===== src/rtl/cache_pkg.sv =====
// Shared cache geometry constants and the line-fill FSM state encoding,
// used by the cache, the merge logic and the line fill buffer.
package cache_pkg;

    localparam int WORDS_PER_LINE = 8;
    localparam int WORD_W         = 32;
    localparam int ADDR_W         = 32;
    localparam int IDX_W          = $clog2(WORDS_PER_LINE);
    localparam int LINE_W         = WORD_W * WORDS_PER_LINE;

    typedef enum logic [1:0] {
        LFB_IDLE  = 2'd0,
        LFB_FETCH = 2'd1,
        LFB_DONE  = 2'd2
    } lfb_state_t;

endpackage


===== src/rtl/line_fill_buffer.sv =====
// Fetches one cache line from word-wide memory (optionally critical-word-first),
// assembles it and reports first-word capture and line completion to the cache.
module line_fill_buffer
    import cache_pkg::*;
(
    input  logic              Clk,
    input  logic              Rst,
    input  logic              LB_Enable,
    input  logic [ADDR_W-1:0] Address,
    input  logic              RWordSelect,
    output logic              LB_Completed,
    output logic              LB_FirstWord,
    output logic [LINE_W-1:0] LB_LineData,
    output logic [ADDR_W-1:0] LB_LineAddr,
    output logic              Mem_Req,
    output logic [ADDR_W-1:0] Mem_Addr,
    input  logic              Mem_Ack,
    input  logic [WORD_W-1:0] Mem_RData,
    output lfb_state_t        dbg_state
);

    // Memory handshake: while Mem_Req is high, Mem_Addr is stable; a word
    // transfers in any cycle where Mem_Req and Mem_Ack are both high, and the
    // address advances to the next word in the following cycle.

    localparam logic [IDX_W:0] CNT_LAST = (IDX_W + 1)'(WORDS_PER_LINE - 1);

    lfb_state_t       state, next_state;
    logic [IDX_W-1:0] idx;
    logic [IDX_W:0]   cnt;
    logic [LINE_W-1:0] line_data;
    logic [ADDR_W-1:0] line_addr;
    logic             first_word;
    logic             accept, capture;

    always_ff @(posedge Clk or posedge Rst) begin
        if (Rst) state <= LFB_IDLE;
        else     state <= next_state;
    end

    always_comb begin
        next_state = state;
        accept     = 1'b0;
        capture    = 1'b0;
        case (state)
            LFB_IDLE: begin
                if (LB_Enable) begin
                    accept     = 1'b1;
                    next_state = LFB_FETCH;
                end
            end
            LFB_FETCH: begin
                if (Mem_Ack) begin
                    capture = 1'b1;
                    if (cnt == CNT_LAST) next_state = LFB_DONE;
                end
            end
            LFB_DONE: next_state = LFB_IDLE;
            default:  next_state = LFB_IDLE;
        endcase
    end

    // Line register with per-word write enable; idx wraps naturally at the line end.
    always_ff @(posedge Clk or posedge Rst) begin
        if (Rst) begin
            idx        <= '0;
            cnt        <= '0;
            line_data  <= '0;
            line_addr  <= '0;
            first_word <= 1'b0;
        end else begin
            first_word <= capture && (cnt == '0);
            if (accept) begin
                line_addr <= {Address[ADDR_W-1:IDX_W], {IDX_W{1'b0}}};
                idx       <= RWordSelect ? Address[IDX_W-1:0] : '0;
                cnt       <= '0;
                line_data <= '0;
            end else if (capture) begin
                line_data[idx*WORD_W +: WORD_W] <= Mem_RData;
                idx <= idx + 1'b1;
                cnt <= cnt + 1'b1;
            end
        end
    end

    assign Mem_Req      = (state == LFB_FETCH);
    assign Mem_Addr     = line_addr | {{(ADDR_W-IDX_W){1'b0}}, idx};
    assign LB_Completed = (state == LFB_DONE);
    assign LB_FirstWord = first_word;
    assign LB_LineData  = line_data;
    assign LB_LineAddr  = line_addr;
    assign dbg_state    = state;

endmodule


===== config.mk =====
export PLATFORM = sky130hd
export DESIGN_NAME = line_fill_buffer
export DESIGN_NICKNAME = d
export VERILOG_FILES = /design/src/rtl/cache_pkg.sv /design/src/rtl/line_fill_buffer.sv
export SDC_FILE = /design/constraint.sdc
export NUM_CORES = 1
export LEC_CHECK = 0
export ABC_AREA = 1
export CORE_ASPECT_RATIO = 1.1
export CORE_MARGIN = 2
export CORE_UTILIZATION = 43
export DETAILED_ROUTE_END_ITERATION = 7
export GPL_ROUTABILITY_DRIVEN = 0
export HOLD_SLACK_MARGIN = 0.02
export PLACE_DENSITY = 0.76
export SYNTH_ARGS = -nofsm -noshare
export SYNTH_HDL_FRONTEND = slang
export SYNTH_SLANG_ARGS = --single-unit

===== constraint.sdc =====
create_clock -name Clk -period 10.55 [get_ports Clk]
set_clock_uncertainty 0.05 [all_clocks]
set_input_delay 2.6375 -clock Clk [delete_from_list [all_inputs] [get_ports Clk]]
set_output_delay 2.6375 -clock Clk [all_outputs]
set_load 0.005 [all_outputs]

==> results.py <==
metrics = {
    "finish": {
        "final_cells": 2246,
        "fillers": 2595,
        "seqCellArea_sq_um": 7380,
        "layout_common_cells": "492 x nand2_1, 390 x clkdlybuf4s50_1, 295 x dfrtp_1",
        "multi_input_area_sq_um": 4830,
        "final_area_sq_um": 18000,
        "drive_above_1_share_pct": 5.24,
        "n_antenna_cell": 0,
        "final_common_cell": "nand2_1",
        "fin_nets": 1887,
        "area_growth_syn_to_layout_pct": 37.3,
    },
    "place": {
        "hpwl_um": 31500,
        "placed_area_sq_um": 16900,
        "io_buffers": 390,
        "dp_cells": 2191,
        "dp_slack_ns": 4.66,
    },
    "yosys": {
        "yosysSeqAreaShare_pct": 56.3,
        "yosys_warnings": 0,
        "yosysTopAreaCell": "dfrtp_1",
        "yosys_register_bits": 295,
        "synth_top_area_share_pct": 56.3,
        "synth_area_leaders": "dfrtp_1 56%, nand2_1 14%, nand3_1 11%, nand4_1 5.2%, buf_2 3.1%",
        "syn_inst": 1515,
        "syn_avg_cell_area_sq_um": 8.65,
        "synth_cell_type_count": 28,
        "syn_area_sq_um": 13100,
    },
    "timing": {
        "rsz0062_at_grt": "false",
        "hold_viol": 0,
        "slew-limit-headroom_pct": 19.5,
        "period_minus_slack_ns": 5.46,
        "finalMaxSlewViolations": 0,
        "timing.hold.ws_ns": 0.447,
        "finalSetupViolations": 0,
        "fin_crit_sh_pct": 51.7,
        "tightest_slew_ns": 1.21,
        "fmax_mhz": 183,
        "worst_slack_ns": 5.09,
        "timing.setup.tns_ns": 0,
    },
    "setup_path": {
        "cp_max_fo": 42,
        "slowest_delay_ns": 1.10,
        "worstRegToRegCells": 6,
        "critPathLaunchType": "input port",
        "criticalPathCategory": "in2reg",
        "cp_cell_sequence": "clkdlybuf4s50_1, nand3_4, nand2_2, clkinv_1, nand4_1, nand2_1",
        "cp.arrival_ns": 5.85,
        "critPathRequiredTime_ns": 10.94,
        "slowest_stage": "clkinv_1",
        "cp-end-kind": "register",
    },
    "route": {
        "wl_per_cell_um": 21.0,
        "drc": 0,
        "drt_wl_total_um": 47100,
        "via_per_inst": 5.50,
        "drtIter0Drc": 1361,
        "via_count": 12400,
        "detail-route-antenna-nets": 0,
        "first_pass_iters": 6,
    },
    "floorplan": {
        "fp.dieArea_sq_um": 31900,
        "die_w_um": 170,
        "io_pins": 394,
        "core_area_sq_um": 30300,
        "rows": 67,
        "initial_core_util_pct": 43.3,
        "die_y_um": 187,
    },
    "grt": {
        "grt_pass1_wl_um": 71800,
        "grt_max_degree": 168,
        "grtUsageTotal_pct": 29.2,
        "overflow": 0,
        "antenna_found_initial": 0,
        "first_global_vias": 11900,
    },
    "clock_tree": {
        "cts_tree": "done",
        "cts_sinks": 295,
        "cts_buffers": 30,
        "h-tree-depth": 1,
        "clock_latency_ns": 0.55,
        "post_cts_buffers": 0,
        "cts_resized": 0,
        "cts_buffer_depth": 3,
        "cts_root_buf": "clkbuf_16",
        "clk_pin_slew_ns": 0.06,
        "postCtsHoldBufs": 0,
    },
    "hold_path": {
        "holdCritPathClass": "reg2reg",
        "worst_hold_path.num_cells": 2,
    },
    "power": {
        "peakVddDrop_mv": 0.183,
        "p_per_area_nw_per_um2": 279,
        "p_leak_nw": 8.79,
    },
    "flow_run": {
        "drv_cap": 0,
    },
    "status": {
        "status": "finished, final reports clean",
    },
}
-- state kept, by name, summed over array words and instances, names as in the netlist --
| signal | flops |
|---|---|
| LB_FirstWord | 1 |
| idx | 3 |
| LB_LineAddr | 29 |
| cnt | 4 |
| LB_LineData | 256 |
| dbg_state | 2 |
-- cells by family after synthesis --
group / count (synthesis) / share of synthesized area [%]
flip-flops: 295 / 56.3
buffers and inverters: 185 / 7.04
AO/OA/AOI/OAI: 43 / 1.74
other: 1 / 0.0286
AND/OR/NAND/NOR: 982 / 34.0
adder cells (fa/ha/maj): 9 / 0.860
-- worst paths after layout --
kind	from	end	slack, ns
max	LB_Enable	LB_LineData[191]$_DFFE_PP0P_	5.09
min	LB_LineData[139]$_DFFE_PP0P_	LB_LineData[139]$_DFFE_PP0P_	0.45
max reg2reg	idx[0]$_DFFE_PP0P_	LB_LineData[191]$_DFFE_PP0P_	6.67
min reg2reg	LB_LineData[139]$_DFFE_PP0P_	LB_LineData[139]$_DFFE_PP0P_	0.45
max in group asynchronous	Rst	LB_LineData[149]$_DFFE_PP0P_	6.42
min in group asynchronous	Rst	LB_LineData[171]$_DFFE_PP0P_	2.55
-- synth_stat cells --
master and n:
buf_4 34, a21oi_1 3, nor3_4 1, nor2_2 7
dfrtp_1 295, nand3_2 2, buf_2 80, a21oi_2 2
nand4_2 1, ha_1 9, clkbuf_1 24, clkinv_1 2
o211ai_1 2, nand2_4 3, o21ai_0 6, nand2_1 492
nor2_1 55, nand4_1 109, nor2_4 2, nor2_8 1
nor3_1 23, o21ai_1 30, inv_1 28, inv_2 11
conb_1 1, buf_1 6, nand3_1 284, nand2_2 2
-- power breakdown --
group          switching, mW  total [mW]  internal, mW
Combinational           1.22        2.15         0.924
Sequential             0.257        1.72          1.47
Clock                  0.445        1.15         0.707
-- layout make-up --
cell class                      count  share of cell area [%]
Sequential cell                   295                    41.0
Clock buffer                       46                    5.02
Timing Repair Buffer              404                    22.4
Clock inverter                      9                   0.960
Inverter                           41                   0.877
Tap cell                          414                    2.88
Multi-Input combinational cell   1037                    26.9
-- worst max-delay path, delay by kind of cell --
kind / cells / cell delay, ns
simple gates: 4 / 1.57
buf+inv: 2 / 1.60
-- stage by stage --
step                      total power [mW]  utilization, %
after floorplan                       2.79               -
after global placement                3.83            55.9
after detailed placement              3.87            55.9
after CTS                             5.02            59.4
after global routing                  5.30            59.4
final                                 5.02            59.4
-- per-layer routing --
layer | track usage (%) | share of wire (%)
met1 | 40.0 | 39
met2 | 46.4 | 47
met3 | 5.35 | 9.0
met4 | 11.2 | 4.2
met5 | 0 | 0
Note: power is estimated with default switching activity, not from simulation.
